**config.mk**
```make
export PLATFORM = sky130hd
export DESIGN_NAME = ex_alu_arb
export DESIGN_NICKNAME = d
export VERILOG_FILES = /design/src/rtl/ex_alu_arb_pkg.sv /design/src/rtl/ex_alu.sv /design/src/rtl/ex_alu_arb.sv
export SDC_FILE = /design/constraint.sdc
export NUM_CORES = 2
export LEC_CHECK = 0
export CAP_MARGIN = 20
export CORE_ASPECT_RATIO = 1.75
export CORE_MARGIN = 4
export CORE_UTILIZATION = 44
export CTS_CLUSTER_SIZE = 28
export DETAILED_ROUTE_END_ITERATION = 12
export PLACE_DENSITY = 0.62
export SYNTH_ARGS = -nofsm -noshare
export SYNTH_HDL_FRONTEND = slang
export SYNTH_SLANG_ARGS = --single-unit
```
**constraint.sdc**
```tcl
create_clock -name clk -period 16.2 [get_ports clk]
set_input_delay 3.24 -clock clk [delete_from_list [all_inputs] [get_ports clk]]
set_output_delay 3.24 -clock clk [all_outputs]
set_load 0.03 [all_outputs]
```
**src/rtl/ex_alu_arb_pkg.sv**
```systemverilog
// Shared ALU definitions: opcode encodings, opcode width, legality decode
// and the arbiter state type.
package ex_alu_arb_pkg;

    localparam int ALU_OP_W = 4;

    localparam logic [ALU_OP_W-1:0] ALU_ADD = 4'b0000;
    localparam logic [ALU_OP_W-1:0] ALU_SUB = 4'b0001;
    localparam logic [ALU_OP_W-1:0] ALU_AND = 4'b0011;
    localparam logic [ALU_OP_W-1:0] ALU_OR  = 4'b0110;
    localparam logic [ALU_OP_W-1:0] ALU_MUL = 4'b1000;
    localparam logic [ALU_OP_W-1:0] ALU_BEQ = 4'b1100;

    typedef enum logic {
        ST_EMPTY = 1'b0,
        ST_FULL  = 1'b1
    } arb_state_t;

    function automatic logic alu_op_legal(input logic [ALU_OP_W-1:0] op);
        case (op)
            ALU_ADD, ALU_SUB, ALU_AND, ALU_OR, ALU_MUL, ALU_BEQ: return 1'b1;
            default: return 1'b0;
        endcase
    endfunction

endpackage

```
**src/rtl/ex_alu.sv**
```systemverilog
// Combinational execute-stage ALU. BEQ raises branch when a == b and yields
// result 0; unsupported opcodes also yield result 0.
module ex_alu
    import ex_alu_arb_pkg::*;
#(
    parameter int W = 32
) (
    input  logic [W-1:0]        a,
    input  logic [W-1:0]        b,
    input  logic [ALU_OP_W-1:0] op,
    output logic [W-1:0]        result,
    output logic                branch
);

    always_comb begin
        result = '0;
        branch = 1'b0;
        case (op)
            ALU_ADD: result = a + b;
            ALU_SUB: result = a - b;
            ALU_AND: result = a & b;
            ALU_OR:  result = a | b;
            ALU_MUL: result = a * b;
            ALU_BEQ: branch = (a == b);
            default: result = '0;
        endcase
    end

endmodule

```
**src/rtl/ex_alu_arb.sv**
```systemverilog
// Two-requester round-robin arbiter with a one-entry response register in
// front of a shared ex_alu. Optional perf counters: define ALU_ARB_PERF_EN.
module ex_alu_arb
    import ex_alu_arb_pkg::*;
#(
    parameter int W    = 32,
    parameter int ID_W = 1
) (
    input  logic                clk,
    input  logic                rst_n,
    input  logic                req0_valid,
    output logic                req0_ready,
    input  logic [W-1:0]        req0_a,
    input  logic [W-1:0]        req0_b,
    input  logic [ALU_OP_W-1:0] req0_op,
    input  logic                req1_valid,
    output logic                req1_ready,
    input  logic [W-1:0]        req1_a,
    input  logic [W-1:0]        req1_b,
    input  logic [ALU_OP_W-1:0] req1_op,
    output logic                rsp_valid,
    input  logic                rsp_ready,
    output logic [ID_W-1:0]     rsp_id,
    output logic [W-1:0]        rsp_result,
    output logic                rsp_branch,
    output logic                rsp_illegal
`ifdef ALU_ARB_PERF_EN
    ,
    input  logic                perf_clr,
    output logic [15:0]         perf_grant0,
    output logic [15:0]         perf_grant1,
    output logic [15:0]         perf_stall
`endif
);

    arb_state_t            state, state_nxt;
    logic                  can_accept;
    logic                  grant0, grant1;
    logic                  accept;
    logic [ID_W-1:0]       grant_id;
    logic [ID_W-1:0]       last_grant;
    logic [W-1:0]          a_q, b_q;
    logic [ALU_OP_W-1:0]   op_q;
    logic [ID_W-1:0]       id_q;
    logic                  illegal_q;

    // Round-robin pick: a lone requester always wins; on a tie the one that
    // was not granted last time wins.
    always_comb begin
        grant0 = 1'b0;
        grant1 = 1'b0;
        if (req0_valid && req1_valid) begin
            if (last_grant == ID_W'(1)) grant0 = 1'b1;
            else                        grant1 = 1'b1;
        end else begin
            grant0 = req0_valid;
            grant1 = req1_valid;
        end
    end

    assign grant_id = grant1 ? ID_W'(1) : '0;

    always_comb begin
        state_nxt  = state;
        can_accept = (state == ST_EMPTY) || rsp_ready;
        accept     = can_accept && (grant0 || grant1);
        req0_ready = can_accept && grant0;
        req1_ready = can_accept && grant1;
        rsp_valid  = (state == ST_FULL);
        if (accept)
            state_nxt = ST_FULL;
        else if (state == ST_FULL && rsp_ready)
            state_nxt = ST_EMPTY;
    end

    always_ff @(posedge clk or negedge rst_n) begin
        if (!rst_n) state <= ST_EMPTY;
        else        state <= state_nxt;
    end

    always_ff @(posedge clk or negedge rst_n) begin
        if (!rst_n) begin
            a_q        <= '0;
            b_q        <= '0;
            op_q       <= ALU_ADD;
            id_q       <= '0;
            illegal_q  <= 1'b0;
            last_grant <= ID_W'(1);
        end else if (accept) begin
            a_q        <= grant1 ? req1_a  : req0_a;
            b_q        <= grant1 ? req1_b  : req0_b;
            op_q       <= grant1 ? req1_op : req0_op;
            id_q       <= grant_id;
            illegal_q  <= !alu_op_legal(grant1 ? req1_op : req0_op);
            last_grant <= grant_id;
        end
    end

    ex_alu #(.W(W)) u_alu (
        .a      (a_q),
        .b      (b_q),
        .op     (op_q),
        .result (rsp_result),
        .branch (rsp_branch)
    );

    assign rsp_id      = id_q;
    assign rsp_illegal = illegal_q;

`ifdef ALU_ARB_PERF_EN
    function automatic logic [15:0] sat_inc(input logic [15:0] v);
        return (v == 16'hFFFF) ? v : v + 16'd1;
    endfunction

    always_ff @(posedge clk or negedge rst_n) begin
        if (!rst_n) begin
            perf_grant0 <= '0;
            perf_grant1 <= '0;
            perf_stall  <= '0;
        end else if (perf_clr) begin
            perf_grant0 <= '0;
            perf_grant1 <= '0;
            perf_stall  <= '0;
        end else begin
            if (accept && grant0) perf_grant0 <= sat_inc(perf_grant0);
            if (accept && grant1) perf_grant1 <= sat_inc(perf_grant1);
            if (state == ST_FULL && !rsp_ready) perf_stall <= sat_inc(perf_stall);
        end
    end
`endif

endmodule

```
==> results.json <==
{
  "r2r_slack_ps": 13790,
  "grt_pass1_vias": 22200,
  "min_period_ps": 12720,
  "min_to": "rsp_illegal",
  "final_max_slew_viol_count": 0,
  "portBuffers": 178,
  "coreArea_sq_um": 51300,
  "area_growth_pct": 12.3,
  "routed_wl_mm": 100,
  "gr-total-overflow": 0,
  "synth_cells": 2748,
  "yosysWarningCount": 0,
  "cp-end-kind": "primary output",
  "track_usage_pct": 35.6,
  "worstPathMaxFanout": 17,
  "hpwl_mm": 79.6,
  "hold_class": "flop to flop",
  "cts_hold_buf": 0,
  "cts_tree": "built",
  "rsz0062_at_grt": "no",
  "vias": 20400,
  "drt_iter0_markers": 1730,
  "r2r-start": "last_grant",
  "finalSetupViolCount": 0,
  "antenna_found_initial": 0,
  "holdPathStages": 2,
  "final_common_cell": "inv_1",
  "worst_r2r_endpoint": "a_q[12]",
  "tightest_slew_ps": 1200,
  "antenna_left": 0,
  "path_clk_slew_ps": 60,
  "drc": 0,
  "synth-seq-cells": 72,
  "cts.repair.resized": 0,
  "required_ps": 12960,
  "h-tree-depth": 3,
  "grt_start_max_net_pins": 108,
  "insertion_delay_ps": 350,
  "syn_area_per_cell_sq_um": 8.31,
  "initial_utilization_pct": 44.5,
  "rows": 110,
  "fin_crit_sh_pct": 78.5,
  "synth.distinct_cells": 78,
  "max_cap_viol_count": 0,
  "skew_ps": 6.19,
  "via_per_inst": 5.78,
  "reg2reg_depth": 5,
  "worstSetupPathType": "flop to primary output",
  "syn_nets": 3517,
  "tns_ps": 0,
  "fin_nets": 3616,
  "clock_sinks": 72,
  "synthArstFlopShare_pct": 100,
  "slew_headroom_pct": 19.9,
  "synthFlopType": "dfrtp_1",
  "worstPathArrival_ps": 9480,
  "grt_pass1_wl_mm": 145,
  "synth_edf_count": 0,
  "final_cell_mix": "456 x inv_1, 410 x fa_1, 382 x nor2_1",
  "multiInputGateArea_sq_um": 18700,
  "crit_path_start_kind": "flop",
  "drive_gt1_share_pct": 3.44,
  "finalHoldViolations": 0,
  "seq_area_frac_synth_pct": 7.90,
  "clockBufferDepth": 2,
  "regArea_sq_um": 1800,
  "critPathLaunch": "a_q[6]",
  "die_w_um": 180,
  "fill_cells": 5014,
  "min-delay-start": "rsp_illegal",
  "dr.pass1.iters": 6,
  "dieHeight_um": 309,
  "status": "completed",
  "io-pin-count": 179,
  "cts_root_buf": "clkbuf_16",
  "numCtsBuffers": 9,
  "drt-wirelength-per-cell_um": 28.4,
  "post-cts-setup-buffers": 0,
  "synthesis.area_sq_um": 22800,
  "fp.dieArea_sq_um": 55700,
  "routabilityCongestion": 1.03,
  "fmax_ghz": 0.0786
}
[per-layer routing]
| layer | GRT usage (%) | vias to the layer above | share of wire [%] |
|---|---|---|---|
| met5 | 0 | - | 0 |
| met4 | 27.9 | 0 | 10 |
| met3 | 4.61 | 371 | 6.0 |
| met2 | 65.2 | 1064 | 51 |
| met1 | 36.3 | 10100 | 33 |
| li1 | - | 8791 | - |
[layout make-up]
cell class | count | share of cell area, %
Inverter | 475 | 6.95
Multi-Input combinational cell | 2060 | 73.0
Timing Repair Buffer | 229 | 8.51
Sequential cell | 72 | 7.03
Clock buffer | 11 | 0.986
Clock inverter | 4 | 0.210
Antenna cell | 1 | 0.00976
Tap cell | 672 | 3.28
[how the worst max path moves through the flow]
stage | to | depth (start not counted)
4_1_cts | rsp_result[31] | 23
3_3_place_gp | rsp_result[31] | 27
6_report | rsp_result[31] | 23
2_1_floorplan | rsp_result[29] | 26
5_1_grt | rsp_result[31] | 23
3_5_place_dp | rsp_result[31] | 23
[cell usage after synthesis (all sizes together), types with 23 or more instances]
| cell type | instances | share of area, % |
|---|---|---|
| nor3 | 23 | 0.50 |
| a21oi | 91 | 2.0 |
| xor2 | 25 | 0.96 |
| o21ai | 150 | 3.3 |
| buf | 26 | 0.52 |
| xnor2 | 85 | 3.3 |
| nand2 | 338 | 5.6 |
| mux2i | 76 | 3.3 |
| ha | 218 | 12 |
| inv | 463 | 7.6 |
| dfrtp | 71 | 7.8 |
| nor2 | 382 | 6.3 |
| fa | 410 | 36 |
| clkbuf | 115 | 1.9 |
| a21o | 23 | 0.76 |
[state kept, by name (all words and copies together), names as in the netlist]
signal / flops
a_q: 32
b_q: 32
last_grant: 1
op_q: 4
rsp_id: 1
rsp_illegal: 1
rsp_valid: 1
[cells by family after synthesis]
| family | count (synthesis) | synth area share, % |
|---|---|---|
| AO/OA/AOI/OAI | 403 | 11.3 |
| XOR/XNOR | 110 | 4.22 |
| adder cells (fa/ha/maj) | 628 | 47.9 |
| buffers and inverters | 616 | 10.2 |
| flip-flops | 72 | 7.90 |
| multiplexers | 78 | 3.43 |
| AND/OR/NAND/NOR | 841 | 15.0 |
[critical path, cell delays in order (launching register included)]
cell,delay (ps)
dfrtp_1,670
clkinv_1,930
nor2_1,390
fa_1,490
fa_1,510
inv_1,50
fa_1,470
inv_1,50
fa_1,420
fa_1,480
fa_1,560
fa_1,420
fa_1,490
ha_1,430
and4_1,270
and3_1,210
nand3_1,200
a311o_1,450
nand3_1,120
nand2_1,160
o21ai_0,270
xnor2_1,140
a211o_1,330
clkdlybuf4s50_1,600
[through the flow]
| stage | hold WS, ps | utilization (%) | area, sq um | setup WS (ps) | instances |
|---|---|---|---|---|---|
| global placement | 464 | 49.3 | 25300 | 4160 | 3507 |
| CTS | 485 | 49.9 | 25600 | 3630 | 3522 |
| finish | 478 | 49.9 | 25600 | 3480 | 3524 |
| global route | 510 | 49.9 | 25600 | 3300 | 3523 |
| floorplan | 496 | - | 22800 | 5750 | 2748 |
| detailed placement | 472 | 49.3 | 25300 | 4010 | 3507 |
Power is not shown: default switching activity piles up to over one toggle a cycle in this logic, so the estimate is an artifact.
